[src/rtl/uart_pkg.sv]
// Shared UART definitions: frame state encoding, parity-type codes and the
// parity helper used by both the transmit and receive sides.
package uart_pkg;

  typedef enum logic [2:0] {
    IDLE   = 3'd0,
    START  = 3'd1,
    DATA   = 3'd2,
    PARITY = 3'd3,
    STOP   = 3'd4
  } uart_state_e;

  localparam logic PAR_ODD  = 1'b0;
  localparam logic PAR_EVEN = 1'b1;

  // Expected parity bit; data is zero-extended so any width up to 32 bits fits.
  function automatic logic parity_calc(input logic [31:0] data, input logic par_typ);
    logic w_par;
    if (par_typ == PAR_EVEN) begin
      w_par = ^data;
    end else begin
      w_par = ~^data;
    end
    return w_par;
  endfunction

endpackage

[src/rtl/uart_rx_sampler.sv]
// Input synchronizer, per-bit edge counter and three-sample majority vote
// around the middle of each bit period.
module uart_rx_sampler #(
  parameter int OVERSAMPLE = 8
) (
  input  logic i_clk,
  input  logic i_reset_n,
  input  logic i_rx,
  input  logic i_clear,
  output logic o_rx_s,
  output logic o_sample_bit,
  output logic o_sample_stb,
  output logic o_bit_end
);

  localparam int MID = OVERSAMPLE / 2;
  localparam int CW  = $clog2(OVERSAMPLE);

  logic          r_sync1;
  logic          r_sync2;
  logic [CW-1:0] r_cnt;
  logic          r_vote0;
  logic          r_vote1;

  // Two-flop synchronizer; idles high so reset never looks like a start bit.
  always_ff @(posedge i_clk) begin
    if (!i_reset_n) begin
      r_sync1 <= 1'b1;
      r_sync2 <= 1'b1;
    end else begin
      r_sync1 <= i_rx;
      r_sync2 <= r_sync1;
    end
  end

  // Edge counter within one bit period.
  always_ff @(posedge i_clk) begin
    if (!i_reset_n) begin
      r_cnt <= '0;
    end else if (i_clear) begin
      r_cnt <= '0;
    end else if (r_cnt == CW'(OVERSAMPLE - 1)) begin
      r_cnt <= '0;
    end else begin
      r_cnt <= r_cnt + CW'(1);
    end
  end

  // Capture the two early votes; the third is the live sample at MID+1.
  always_ff @(posedge i_clk) begin
    if (!i_reset_n) begin
      r_vote0 <= 1'b1;
      r_vote1 <= 1'b1;
    end else begin
      if (r_cnt == CW'(MID - 1)) begin
        r_vote0 <= r_sync2;
      end
      if (r_cnt == CW'(MID)) begin
        r_vote1 <= r_sync2;
      end
    end
  end

  assign o_rx_s       = r_sync2;
  assign o_sample_bit = (r_vote0 & r_vote1) | (r_vote0 & r_sync2) | (r_vote1 & r_sync2);
  assign o_sample_stb = (r_cnt == CW'(MID + 1));
  assign o_bit_end    = (r_cnt == CW'(OVERSAMPLE - 1));

endmodule

[src/rtl/uart_rx.sv]
// UART receiver: rebuilds start/data/parity/stop frames into parallel bytes
// with one-cycle valid and error strobes.
module uart_rx
  import uart_pkg::*;
#(
  parameter int OVERSAMPLE = 8,
  parameter int DATA_W     = 8
) (
  input  logic              clk,
  input  logic              reset,
  input  logic              RX_IN,
  input  logic              PAR_EN,
  input  logic              PAR_TYP,
  output logic [DATA_W-1:0] P_DATA,
  output logic              DATA_VALID,
  output logic              PAR_ERR,
  output logic              STOP_ERR,
  output logic              Busy
);

  localparam int BW = (DATA_W > 1) ? $clog2(DATA_W) : 1;

  logic              w_rx_s;
  logic              w_bit;
  logic              w_stb;
  logic              w_bit_end;
  logic              w_clear;
  uart_state_e       w_next;

  uart_state_e       r_state;
  logic [BW-1:0]     r_bit_cnt;
  logic [DATA_W-1:0] r_shift;
  logic              r_par_en;
  logic              r_par_typ;
  logic              r_par_err;
  logic [DATA_W-1:0] r_data;
  logic              r_valid;
  logic              r_perr;
  logic              r_serr;
  logic              r_busy;

  // Restarting the counter on every return to IDLE makes the detection cycle count 0.
  assign w_clear = (w_next == IDLE);

  uart_rx_sampler #(
    .OVERSAMPLE(OVERSAMPLE)
  ) u_sampler (
    .i_clk       (clk),
    .i_reset_n   (reset),
    .i_rx        (RX_IN),
    .i_clear     (w_clear),
    .o_rx_s      (w_rx_s),
    .o_sample_bit(w_bit),
    .o_sample_stb(w_stb),
    .o_bit_end   (w_bit_end)
  );

  // Next-state logic.
  always_comb begin
    w_next = r_state;
    case (r_state)
      IDLE: begin
        if (!w_rx_s) begin
          w_next = START;
        end else begin
          w_next = IDLE;
        end
      end
      START: begin
        if (w_stb && w_bit) begin
          w_next = IDLE;
        end else if (w_bit_end) begin
          w_next = DATA;
        end else begin
          w_next = START;
        end
      end
      DATA: begin
        if (w_bit_end && (r_bit_cnt == BW'(DATA_W - 1))) begin
          w_next = r_par_en ? PARITY : STOP;
        end else begin
          w_next = DATA;
        end
      end
      PARITY: begin
        if (w_bit_end) begin
          w_next = STOP;
        end else begin
          w_next = PARITY;
        end
      end
      STOP: begin
        if (w_stb) begin
          w_next = IDLE;
        end else begin
          w_next = STOP;
        end
      end
      default: begin
        w_next = IDLE;
      end
    endcase
  end

  // Frame datapath, state register and output strobes.
  always_ff @(posedge clk) begin
    if (!reset) begin
      r_state   <= IDLE;
      r_bit_cnt <= '0;
      r_shift   <= '0;
      r_par_en  <= 1'b0;
      r_par_typ <= 1'b0;
      r_par_err <= 1'b0;
      r_data    <= '0;
      r_valid   <= 1'b0;
      r_perr    <= 1'b0;
      r_serr    <= 1'b0;
      r_busy    <= 1'b0;
    end else begin
      r_state <= w_next;
      r_busy  <= (w_next != IDLE);
      r_valid <= 1'b0;
      r_perr  <= 1'b0;
      r_serr  <= 1'b0;
      case (r_state)
        IDLE: begin
          if (!w_rx_s) begin
            r_par_en  <= PAR_EN;
            r_par_typ <= PAR_TYP;
            r_bit_cnt <= '0;
            r_par_err <= 1'b0;
          end
        end
        DATA: begin
          if (w_stb) begin
            r_shift[r_bit_cnt] <= w_bit;
          end
          if (w_bit_end) begin
            if (r_bit_cnt == BW'(DATA_W - 1)) begin
              r_bit_cnt <= '0;
            end else begin
              r_bit_cnt <= r_bit_cnt + BW'(1);
            end
          end
        end
        PARITY: begin
          if (w_stb) begin
            r_par_err <= (w_bit != parity_calc(32'(r_shift), r_par_typ));
          end
        end
        STOP: begin
          // Good frames publish the byte; any error leaves the previous byte in place.
          if (w_stb) begin
            if (!r_par_err && w_bit) begin
              r_data  <= r_shift;
              r_valid <= 1'b1;
            end
            r_perr <= r_par_err;
            r_serr <= ~w_bit;
          end
        end
        default: begin
        end
      endcase
    end
  end

  assign P_DATA     = r_data;
  assign DATA_VALID = r_valid;
  assign PAR_ERR    = r_perr;
  assign STOP_ERR   = r_serr;
  assign Busy       = r_busy;

endmodule
[config.mk]
export PLATFORM = sky130hd
export DESIGN_NAME = uart_rx
export DESIGN_NICKNAME = d
export VERILOG_FILES = /design/src/rtl/uart_pkg.sv /design/src/rtl/uart_rx_sampler.sv /design/src/rtl/uart_rx.sv
export SDC_FILE = /design/constraint.sdc
export NUM_CORES = 1
export LEC_CHECK = 0
export CELL_PAD_IN_SITES_DETAIL_PLACEMENT = 0
export CELL_PAD_IN_SITES_GLOBAL_PLACEMENT = 1
export CORE_ASPECT_RATIO = 0.75
export CORE_MARGIN = 3
export CORE_UTILIZATION = 30
export DETAILED_ROUTE_END_ITERATION = 7
export PLACE_DENSITY = 0.6
export SLEW_MARGIN = 20
export SYNTH_ARGS = -nofsm -noshare
export SYNTH_HDL_FRONTEND = slang
export SYNTH_HIERARCHICAL = 1
export SYNTH_SLANG_ARGS = --single-unit
[constraint.sdc]
create_clock -name clk -period 2.9 [get_ports clk]
set_clock_uncertainty 0.1 [all_clocks]
set_input_delay 0.58 -clock clk [delete_from_list [all_inputs] [get_ports clk]]
set_output_delay 0.58 -clock clk [all_outputs]
set_load 0.01 [all_outputs]
==> key figures <==
Run status
  – Outcome: finished, final reports clean

Place
  – GPL Wtd Cong: 0.786
  – Dpl cell area: 1870 sq um
  – Post-DP HPWL: 2.30 mm
  – DP Cell Count: 248
  – I/O Buffers: 16

Timing
  – Slew @ Worst Pin: 562 ps
  – Final hold violation count: 0
  – Final number of setup-violating endpoints: 0
  – Relative slew slack: 62.4%
  – Final Cycle Share: 84.1%
  – RSZ-0062 raised after global routing: no
  – Highest Clock Rate: 410 MHz
  – Total Neg Setup Slack: 0 ps
  – Slew Limit Fails: 0
  – Min Tclk post-route: 2440 ps
  – Hold WS: 310 ps

Die
  – CORE AREA: 5060 sq um
  – Die Area: 6380 sq um
  – Initial core utilization: 32.3%
  – Placement Rows: 22
  – I/O Pins: 17
  – Die width: 91.2 um
  – Height of the die: 69.9 um

CTS
  – Clock Latency Late Sink: 280 ps
  – CTS tree: built
  – H-tree levels: 2
  – Clk sinks: 36
  – CTS root buf: clkbuf_8
  – Resized cells post-CTS: 0
  – Hold-fix buffers, CTS: 0
  – CTS Buffer Depth: 2
  – Post-CTS Repair Setup Buffers: 0
  – Num CTS Buffers: 5
  – Clock-pin slew on the worst setup and hold paths: 70 ps

Cells and area
  – Final #Nets: 195
  – Fin util: 39.1%
  – Finished Cell Area: 1980 sq um
  – Layout fillers: 524
  – Area grow syn2layout: 21.1%
  – Ratio of cells with drive above 1 in the final layout: 7.61%
  – Diodes inserted: 0
  – Cell Count, Final, Fillers Out: 256

Worst setup path
  – Worst EP required: 3020 ps
  – CP Launch Type: flip-flop
  – Critical path type: reg2reg
  – Crit path capture type: flip-flop
  – Crit path max fanout: 11
  – Crit path DAT: 2550 ps

Synth
  – Post-synthesis sequential area ratio: 44.1%
  – Mapped Cells: 166
  – Net Count, Synth: 178
  – Avg Cell Area, Syn: 9.84 sq um
  – Top-area cell type share of the netlist area: 44.1%
  – Synth area leaders: dfxtp_1 44%, mux2i_1 13%, nor2_1 6.0%, ha_1 5.4%, xnor2_1 2.7%
  – Count of state elements after synthesis: 36
  – YS warnings: 6
  – EDFF count, synth: 0
  – Prevailing post-synth register cell: dfxtp_1
  – Yosys cell types: 38
  – Yosys top cell by area: dfxtp_1
  – Post-synthesis async set-or-reset flop share: 0%
  – Mapped Area: 1630 sq um

Route
  – Iter 0 DRT Violations: 59
  – Average wire per standard cell: 12.1 um
  – Vias/cell: 4.51
  – Post-route ant nets: 0
  – Final wirelength: 3.09 mm
  – DRC violations left: 0
  – Vias: 1154
  – Drt pass-1 iters: 4

Global routing
  – Largest net degree at the start of global routing: 18
  – GR Overflow Total: 0
  – Vias in the first global route: 1131
  – Global-route wire length before repair: 5.36 mm
  – Initial antenna violation count: 0
  – Total GRT Usage: 10.6%

Pwr
  – Worst vdd ir: 0.197 mV
  – Power density cells: 483 nW/um^2
  – Lkg Pwr: 0.750 nW

Min path
  – Worst min path class: reg2reg

Run
  – MaxCap Viol Count: 0
[worst max-delay path, stage by stage (launching register included)]
cell and delay (ps):
dfxtp_1 400, ha_1 240, ha_1 200, nor2b_1 140, or3b_2 440, a31oi_1 250, nor3_1 80, or3b_1 420
nor2_1 110
[stage by stage]
| step | power [mW] | worst slack, ps |
|---|---|---|
| floorplan | 0.532 | 733 |
| CTS | 0.972 | 462 |
| finish | 0.955 | 462 |
| global placement | 0.547 | 528 |
| global route | 0.996 | 326 |
| detailed placement | 0.547 | 483 |
[cell type report]
cell class                 count  area (sq um)  share of cell area (%)
inverter                       6          22.5                    1.14
tap                           72          90.1                    4.55
sequential                    36           721                    36.4
multi-input combinational    115           855                    43.2
timing repair buffer          19           183                    9.23
clock buffer                   6          72.6                    3.67
clock inverter                 2          35.0                    1.77
[per-layer routing]
| metal | vias up | track usage, % | part of all wire (%) |
|---|---|---|---|
| li1 | 608 | - | - |
| met1 | 514 | 15.6 | 56 |
| met2 | 28 | 13.8 | 37 |
| met3 | 4 | 3.98 | 5.8 |
| met4 | 0 | 3.51 | 0.87 |
| met5 | - | 0 | 0 |
[logic make-up after synthesis]
family | after synthesis | synth area share, %
DFF | 36 | 44.1
muxes | 21 | 12.9
and+or+nand+nor | 69 | 24.7
xor gates and xnor gates | 7 | 4.59
buffers and inverters | 15 | 3.60
adders and majority gates | 8 | 5.97
AOI/OAI and AO/OA | 10 | 4.21
[cell usage in the layout, fill, tap and decap left out, types with 2 or more instances in the layout]
| cell type | synthesis | final |
|---|---|---|
| and2_1 | 4 | 4 |
| ha_1 | 7 | 7 |
| nor3_1 | 4 | 4 |
| o211ai_1 | 4 | 4 |
| nor2_1 | 26 | 26 |
| nand2_1 | 6 | 6 |
| nand2b_1 | 2 | 2 |
| nand4b_1 | 3 | 3 |
| nand4_1 | 2 | 2 |
| or2b_1 | 2 | 2 |
| clkbuf_8 | 0 | 5 |
| or3b_1 | 2 | 2 |
| dfxtp_1 | 36 | 36 |
| o21ai_0 | 2 | 2 |
| mux2i_1 | 21 | 21 |
| nor4_1 | 2 | 2 |
| nand3_1 | 2 | 2 |
| nand4bb_1 | 2 | 2 |
| buf_4 | 0 | 3 |
| clkdlybuf4s50_1 | 0 | 16 |
| inv_1 | 6 | 6 |
| xnor2_1 | 5 | 5 |
| nor4b_1 | 3 | 3 |
[cell usage after synthesis, types with 2 or more instances]
library cell / instances
nor3_1: 4
nor4_1: 2
inv_1: 6
dfxtp_1: 36
or2b_1: 2
xnor2_1: 5
nand4bb_1: 2
o21ai_0: 2
mux2i_1: 21
or3b_1: 2
ha_1: 7
clkbuf_1: 7
o211ai_1: 4
nand3_1: 2
nand4_1: 2
buf_2: 2
nand2_1: 6
nand2b_1: 2
nor4b_1: 3
nor2_1: 26
nand4b_1: 3
and2_1: 4
[path summary, 6_finish.rpt]
path | startpoint | endpoint | slack, ps | cells after the start
min | u_sampler/r_sync1$_SDFF_PN1_ | u_sampler/o_rx_s$_SDFF_PN1_ | 310 | 1
min reg2reg | u_sampler/r_sync1$_SDFF_PN1_ | u_sampler/o_rx_s$_SDFF_PN1_ | 310 | 1
max reg2reg | r_bit_cnt[0]$_SDFFE_PN0P_ | u_sampler/r_cnt[2]$_SDFF_PP0_ | 460 | 8
max | r_bit_cnt[0]$_SDFFE_PN0P_ | u_sampler/r_cnt[2]$_SDFF_PP0_ | 460 | 8
[sequential cells by signal (all words and copies together), names as in the netlist]
signal / flops
r_par_err: 1
P_DATA: 8
u_sampler/r_vote0: 1
Busy: 1
r_par_en: 1
DATA_VALID: 1
u_sampler/r_cnt: 3
u_sampler/r_vote1: 1
u_sampler/r_sync1: 1
u_sampler/o_rx_s: 1
PAR_ERR: 1
r_bit_cnt: 3
r_shift: 8
r_state: 3
r_par_typ: 1
STOP_ERR: 1
[power by group]
part | leakage, nW | switching [mW] | internal, mW
logic | 0.404 | 0.0156 | 0.0163
clock network | 0.0552 | 0.164 | 0.255
registers | 0.291 | 0.00456 | 0.499
No activity file was read; power rests on OpenSTA's default activity.
